--- src/rtl/calc_fsm.sv ---
`default_nettype none
// ============================================================================
//  Module      : calc_fsm
//  Description : Main control FSM of the calculator. Decodes one keypad code
//                per key press into clear / digit / operation events, drives
//                the ALU controls and hands each accepted event to the display
//                controller through an update_DISP / busy_DISP handshake.
//
//  Ports       : clk         - system clock (12 MHz)
//                rst         - asynchronous active-high reset
//                key         - keypad code (0-9 digit, 10 add, 11 sub,
//                              12 mul, 14 equals, 13 none, 15 clear)
//                full_ACC    - accumulator full (blocks digits and operations)
//                full_AUX    - aux operand full (blocks digits only)
//                busy_DISP   - display controller refreshing
//                digit       - last accepted digit (held)
//                operation   - last accepted operation (00 add, 01 sub,
//                              10 mul, 11 equals; held)
//                update_DISP - one-cycle display refresh strobe
//                clear_ALU   - one-cycle ALU clear strobe
//
//  Options     : CALC_FSM_TIMEOUT_EN - when defined, WAIT_HI gives up after
//                TIMEOUT_CYCLES cycles without busy_DISP and moves to RELEASE.
//
//  Revision    : 1.0 - initial release
// ============================================================================
module calc_fsm #(
    parameter logic [3:0] KEY_NONE       = 4'd13,
    parameter int         TIMEOUT_CYCLES = 16
) (
    input  logic       clk,
    input  logic       rst,
    input  logic [3:0] key,
    input  logic       full_ACC,
    input  logic       busy_DISP,
    input  logic       full_AUX,
    output logic [3:0] digit,
    output logic [1:0] operation,
    output logic       update_DISP,
    output logic       clear_ALU
);

    localparam logic [2:0] S_IDLE    = 3'd0;
    localparam logic [2:0] S_DECODE  = 3'd1;
    localparam logic [2:0] S_ACT     = 3'd2;
    localparam logic [2:0] S_WAIT_HI = 3'd3;
    localparam logic [2:0] S_WAIT_LO = 3'd4;
    localparam logic [2:0] S_RELEASE = 3'd5;

    localparam logic [3:0] c_KEY_CLEAR = 4'd15;

    logic [2:0] r_state;
    logic [2:0] w_state_nxt;
    logic [3:0] r_key;
    logic [3:0] r_digit;
    logic [1:0] r_operation;
    logic       r_update;
    logic       r_clear;

    logic       w_is_clear;
    logic       w_is_digit;
    logic       w_is_op;
    logic       w_accept;
    logic [1:0] w_op_code;
    logic       w_timeout;

    // ------------------------------------------------------------------
    // Key classification of the latched code
    // ------------------------------------------------------------------
    always_comb begin
        w_is_op   = 1'b0;
        w_op_code = 2'b00;
        case (r_key)
            4'd10:   begin w_is_op = 1'b1; w_op_code = 2'b00; end
            4'd11:   begin w_is_op = 1'b1; w_op_code = 2'b01; end
            4'd12:   begin w_is_op = 1'b1; w_op_code = 2'b10; end
            4'd14:   begin w_is_op = 1'b1; w_op_code = 2'b11; end
            default: begin w_is_op = 1'b0; w_op_code = 2'b00; end
        endcase
    end

    assign w_is_clear = (r_key == c_KEY_CLEAR);
    assign w_is_digit = (r_key <= 4'd9);

    // Clear always passes; a full accumulator blocks everything else, while a
    // full aux register only blocks further digit entry.
    assign w_accept = w_is_clear
                    | (w_is_digit & ~full_ACC & ~full_AUX)
                    | (w_is_op    & ~full_ACC);

    // ------------------------------------------------------------------
    // Optional busy_DISP timeout in WAIT_HI
    // ------------------------------------------------------------------
`ifdef CALC_FSM_TIMEOUT_EN
    localparam int CW = (TIMEOUT_CYCLES > 1) ? $clog2(TIMEOUT_CYCLES + 1) : 1;

    logic [CW-1:0] r_to_cnt;

    // Counts cycles spent in WAIT_HI; cleared everywhere else so each
    // handshake starts with a fresh budget.
    always_ff @(posedge clk or posedge rst) begin
        if (rst) begin
            r_to_cnt <= '0;
        end else if (r_state == S_WAIT_HI) begin
            r_to_cnt <= r_to_cnt + 1'b1;
        end else begin
            r_to_cnt <= '0;
        end
    end

    assign w_timeout = (r_to_cnt == CW'(TIMEOUT_CYCLES - 1));
`else
    // No counter in this build: WAIT_HI waits for busy_DISP forever.
    // TIMEOUT_CYCLES is meaningless here, the expression is constant false.
    assign w_timeout = (TIMEOUT_CYCLES < 0);
`endif

    // ------------------------------------------------------------------
    // Next-state logic
    // ------------------------------------------------------------------
    always_comb begin
        w_state_nxt = r_state;
        case (r_state)
            S_IDLE:    if (key != KEY_NONE) w_state_nxt = S_DECODE;
            S_DECODE:  w_state_nxt = w_accept ? S_ACT : S_RELEASE;
            S_ACT:     w_state_nxt = S_WAIT_HI;
            S_WAIT_HI: begin
                if (busy_DISP)      w_state_nxt = S_WAIT_LO;
                else if (w_timeout) w_state_nxt = S_RELEASE;
            end
            S_WAIT_LO: if (!busy_DISP)       w_state_nxt = S_RELEASE;
            S_RELEASE: if (key == KEY_NONE)  w_state_nxt = S_IDLE;
            default:   w_state_nxt = S_IDLE;
        endcase
    end

    // ------------------------------------------------------------------
    // State, key latch and registered outputs
    // ------------------------------------------------------------------
    // Outputs are loaded on the DECODE->ACT edge so that digit/operation
    // change on the same edge that raises the strobes, and the strobes are
    // high for exactly the single ACT cycle.
    always_ff @(posedge clk or posedge rst) begin
        if (rst) begin
            r_state     <= S_IDLE;
            r_key       <= KEY_NONE;
            r_digit     <= 4'd0;
            r_operation <= 2'b00;
            r_update    <= 1'b0;
            r_clear     <= 1'b0;
        end else begin
            r_state  <= w_state_nxt;
            r_update <= 1'b0;
            r_clear  <= 1'b0;

            if ((r_state == S_IDLE) && (key != KEY_NONE)) begin
                r_key <= key;
            end

            if ((r_state == S_DECODE) && w_accept) begin
                r_update <= 1'b1;
                if (w_is_clear) begin
                    r_clear     <= 1'b1;
                    r_digit     <= 4'd0;
                    r_operation <= 2'b00;
                end else if (w_is_digit) begin
                    r_digit     <= r_key;
                end else begin
                    r_operation <= w_op_code;
                end
            end
        end
    end

    assign digit       = r_digit;
    assign operation   = r_operation;
    assign update_DISP = r_update;
    assign clear_ALU   = r_clear;

endmodule
`default_nettype wire

--- config.mk ---
export PLATFORM = sky130hd
export DESIGN_NAME = calc_fsm
export DESIGN_NICKNAME = d
export VERILOG_FILES = /design/src/rtl/calc_fsm.sv
export SDC_FILE = /design/constraint.sdc
export NUM_CORES = 1
export LEC_CHECK = 0
export BUFFER_PORTS_ARGS = -buffer_cell sky130_fd_sc_hd__buf_2
export CAP_MARGIN = 15
export CORE_MARGIN = 2
export CORE_UTILIZATION = 40
export DETAILED_ROUTE_END_ITERATION = 10
export PLACE_DENSITY_LB_ADDON = 0.08
export SLEW_MARGIN = 10
export SYNTH_ARGS = -nofsm -noshare
export SYNTH_HDL_FRONTEND = slang
export SYNTH_SLANG_ARGS = --single-unit
--- constraint.sdc ---
create_clock -name clk -period 1.76 [get_ports clk]
set_input_delay 0.088 -clock clk [delete_from_list [all_inputs] [get_ports clk]]
set_output_delay 0.088 -clock clk [all_outputs]
set_load 0.03 [all_outputs]
# Word-level counts from Yosys, hierarchy flattened
# Cells that the tools add are included.
totals:
  elab_cells: 54
  output_inout_bits: 8
  regBits: 15
classes:
  eq_ne: 17
  magnitude_cmp: 1
  n_bitwise: 7
  reduce_logical: 8
  mux: 15
ops:
  columns: ["op", "n"]
  rows:
  - ["4-bit == test, second input constant", 6]
  - ["3-bit case mux with 6 select lines", 1]
  - ["3-bit 2-to-1 mux", 5]
  - ["2-bit inequality test, second input constant", 5]
  - ["4-bit 2-to-1 mux", 2]
  - ["3-bit by 2-bit == test with 1-bit output, second input constant", 2]
  - ["3-bit == test, second input constant", 2]
  - ["2-bit case mux with 3 select lines", 1]
  - ["4-bit less-or-equal comparator, second input constant", 1]
  - ["1-bit 2-to-1 mux", 4]
  - ["2-bit 2-to-1 mux", 2]
  - ["4-bit inequality test, second input constant", 1]
  - ["2-bit AND reduction", 2]
  - ["4-bit AND reduction", 1]
  - ["4-bit OR reduction", 1]
  - ["1-bit AND", 3]
  - ["3-bit by 1-bit == test with 1-bit output, second input constant", 1]
  - ["3-bit zero test", 1]
  - ["1-bit logical AND", 2]
  - ["1-bit NOT", 2]
  - ["1-bit OR", 2]
  - ["2-bit nonzero test", 1]

# Longest topological paths before layout
depth:
  ltp_word: 7
  mapped_depth: 6
  ltp_nobuf: 4

# Worst setup path before layout
# No wires, ideal clock.
synth_path:
  path_kind: "flip-flop to flip-flop"
  from: "register r_key[0]"
  to: "register r_operation[0], in the netlist operation[0]"
  path_buffers: 2
  synth_period_minus_slack_ns: 1.686
  path_slack_ns: 0.074
  arrival_time_ns: 1.565
  path_stages_with_launch: 7
  t_required_ns: 1.639
  setup_time_ns: 0.121
  cell_sequence: "dfstp_2 > buf_4 > and4bb_1 > a311o_1 > buf_6 > nor2b_4 > a22o_1"
synth_via:
  elab_chain_cells: 7
synth_lines:
  columns: ["item", "line", "text"]
  rows:
  - ["start: declaration", "54", "logic [3:0] r_key;"]
  - ["start signal: assignment", "157", "r_key <= key;"]
  - ["4-bit less-or-equal comparator / 4-bit == test (equally long branches)", "83, 73", null]
  - ["1-bit AND / 4-bit OR reduction (equally long branches)", null, null]
  - ["1-bit AND / 1-bit 2-to-1 mux (equally long branches)", "88, 73", null]
  - ["1-bit OR / 1-bit AND (equally long branches)", "88, 89", null]
  - ["1-bit OR", "89", "| (w_is_op & ~full_ACC);"]
  - ["1-bit logical AND", "160", "if ((r_state == S_DECODE) && w_accept) begin"]
  - ["2-bit AND reduction (no source line)", null, null]
  - ["end signal: assignment", "169", "r_operation <= w_op_code;"]
  - ["end: declaration", "56", "logic [1:0] r_operation;"]
# Several ways; a longest one is shown, not always the timed one. The select of a mux whose other input is x is not followed.
# A chain may end at the register's enable or synchronous reset.

# Worst setup path in the final report
# Ends and elaborated chain as after synthesis.

==> out/metrics.csv <==
stage;metric;value;unit
sta;hold_viol_final;0;
floorplanning;io_pins;17;
pwr;cellPowerDensity;1895;nW/um^2
global_route;grt_usage;14.47;%
setup_path;cp.required;1940;ps
setup_path;r2r_slack;90;ps
hold_path;whs_path_depth;2;
floorplanning;die_area;2376;um^2
place;place_inst;112;
layout;syn_to_final_growth;17.03;%
clock_tree;htreeDepth;1;
layout;final_area;937.1;um^2
job;maxCapViolCount;0;
yosys;synth.top_cells.by_area;dfrtp_1, dfstp_2, a21bo_2;
yosys;synthArstFlopShare;100.0;%
sta;drv_slew;0;
pwr;clkPwrFrac;11.1;%
global_route;grt_pass1_wl;2635;um
routing;m1WireLength;758;um
outcome;status;finished clean;
sta;max-slew-margin-rel;62.17;%
clock_tree;insertion_delay;290;ps
floorplanning;die_y;48.74;um
hold_path;hold_path.startpoint;key[1];
clock_tree;cts.clk_slew.worst_paths;100;ps
layout;drive_above_1_share;41.11;%
place;portBuffers;16;
clock_tree;cts_setup_buffers;0;
routing;top_layer_used;met4;
floorplanning;fp.dieW;48.74;um
pwr;netSwitchingPower;753.2;uW
place;place_ws;85.38;ps
yosys;synth_top_cell_by_area;dfrtp_1;
yosys;ys_dominant_reg_cell;dfrtp_1;
setup_path;crit_type;flop to flop;
pwr;p_leak;0.0004315;uW
global_route;grt_max_degree;16;
yosys;synth_edf_count;0;
sta;setup_slack;89.82;ps
yosys;synth_seq_cells;15;
clock_tree;cts_root_buf;clkbuf_4;
floorplanning;core;1922;um^2
global_route;grt_pass1_vias;570;
hold_path;hold_end;r_key[1];
clock_tree;tritoncts;built;
layout;finalNonFillerCells;117;
clock_tree;hold_buffers;1;
pwr;power_frac_comb;50.7;%
routing;met3_length;49;um
sta;fin_worst_skew;10.56;ps
sta;fmax;598.7;MHz
yosys;syn_area;800.8;um^2
floorplanning;initial_core_util;41.67;%
pwr;switching_share;42.42;%
routing;via_per_inst;5.128;
routing;ant_nets;0;
place;gp_congestion;0.6927;
sta;tns;0;ps
yosys;synth_seq_area_share;47.34;%
floorplanning;rows;16;
yosys;synthCells;69;
pwr;p_int;1023;uW
routing;totalWireLength;1476;um
global_route;antenna_found_initial;0;
setup_path;cp-end-kind;flop;
routing;via_count;600;
yosys;syn-num-nets;78;
clock_tree;cts_made_buffers;3;
setup_path;rr_worst_depth;4;
yosys;synth.distinct_cells;35;
pwr;p_seq_share;38.1;%
routing;dr.first_iter.drc_count;5;
routing;remaining_drc_errors;0;
routing;drt-pass1-iter-count;4;
yosys;yosysWarningCount;0;
yosys;ys_top_cells_by_count;dfrtp_1, nand2_1, nand4_1, a21bo_2;
setup_path;startpoint_type;flop;
yosys;synth.avg_cell_area;11.61;um^2
routing;post_drt_wl_per_cell;12.62;um
pwr;peakVddDrop;0.7329;mV
clock_tree;cts.sinks;15;
setup_path;crit_path_max_incr_delay;560;ps
pwr;total_power;1776;uW
setup_path;crit_fanout;9;
yosys;synth_most_common_cell;dfrtp_1;
layout;fin_nets;100;
sta;grt_setup_unrepaired;no;
layout;insertedDiodeCount;0;
setup_path;worstReg2RegStart;r_key[0];
setup_path;r2r_end;operation[0];
yosys;yosysTopAreaCellShare;37.50;%
place;placed_cell_area;899.6;um^2
hold_path;min_path_type;input port to flop;
clock_tree;clockBufferDepth;2;
setup_path;crit_arrival;1850;ps
sta;period_minus_slack;1670;ps
sta;worst_slew_pin_slew;566.8;ps
routing;wl_met2;644;um
place;hpwlAfterDp;1064;um
global_route;grt.overflow.total;0;
setup_path;cp_cell_sequence;and4bb_1 > a311o_1 > nor2b_4 > a22o_1;
clock_tree;cts_resized;0;
sta;finalCritPeriodShare;94.90;%
sta;setup_viol;0;
setup_path;cp_slowest_cell;dfstp_2;
-- routing by layer --
layer | track usage (%) | up-vias
met4 | 7.143 | 0
met5 | 0 | -
met3 | 3.086 | 4
li1 | - | 299
met2 | 21.69 | 11
met1 | 19.76 | 286
-- kinds of logic (layout without fill, tap and decap cells) --
| group | after synthesis | count (layout) | synth area share [%] |
|---|---|---|---|
| simple gates | 29 | 29 | 23.75 |
| compound gates | 17 | 17 | 18.91 |
| flops | 15 | 15 | 47.34 |
| buf+inv | 5 | 26 | 6.093 |
| mux | 2 | 2 | 2.812 |
| xor+xnor | 1 | 1 | 1.094 |
-- cells in the final DEF, fill, tap and decap left out, types with 2 or more instances in the layout --
cell and count:
a21bo_2 4, a22o_1 2, buf_2 16, buf_4 4
clkbuf_4 3, dfrtp_1 12, dfstp_2 3, mux2_2 2
nand2_1 6, nand3b_1 3, nand4_1 5, nor2_1 3
nor2b_1 2, o22a_1 2
-- through the flow --
| stage | util, % | hold WS (ps) |
|---|---|---|
| 4_1_cts | 48.76 | 39.88 |
| 5_1_grt | 48.76 | 28.09 |
| 3_3_place_gp | 46.81 | 171.3 |
| 3_5_place_dp | 46.81 | 181.4 |
| 2_1_floorplan | - | -12.67 |
| 6_report | 48.76 | 44.53 |
-- worst max-delay path, delay by kind of cell, from the launching register on --
family             cells  cell delay, ps
AOI/OAI and AO/OA      2             650
and+or+nand+nor        2             370
DFF                    1             560
-- registers in the layout (all words and copies together) (netlist names) --
register	flops
digit	4
r_key	4
r_state	3
operation	2
clear_ALU	1
update_DISP	1
-- worst max path at each step --
stage                  start            to  slack [ps]  cells after the start
floorplan           r_key[0]  operation[0]          70                      6
global placement    r_key[0]  operation[0]         130                      4
detailed placement  r_key[0]  operation[0]          90                      4
CTS                 r_key[0]  operation[0]          80                      4
global route        r_key[0]  operation[0]          10                      4
finish              r_key[0]  operation[0]          90                      4
-- area by class of cell --
| class | instances | area, um^2 |
|---|---|---|
| timing repair buffer | 21 | 120.1 |
| fill | 205 | 984.7 |
| clock inverter | 1 | 5.005 |
| clock buffer | 3 | 22.52 |
| sequential | 15 | 379.1 |
| inverter | 1 | 3.754 |
| tap | 27 | 33.78 |
| multi-input combinational | 49 | 372.9 |
-- power groups by stage --
stage | Combinational (uW) | Sequential (uW) | Clock [uW]
3_5_place_dp | 903 | 687 | 0
3_3_place_gp | 895 | 676 | 0
6_report | 901 | 677 | 198
5_1_grt | 984 | 709 | 229
2_1_floorplan | 642 | 783 | 0
4_1_cts | 908 | 679 | 203
(Power assumes the default switching activity.)
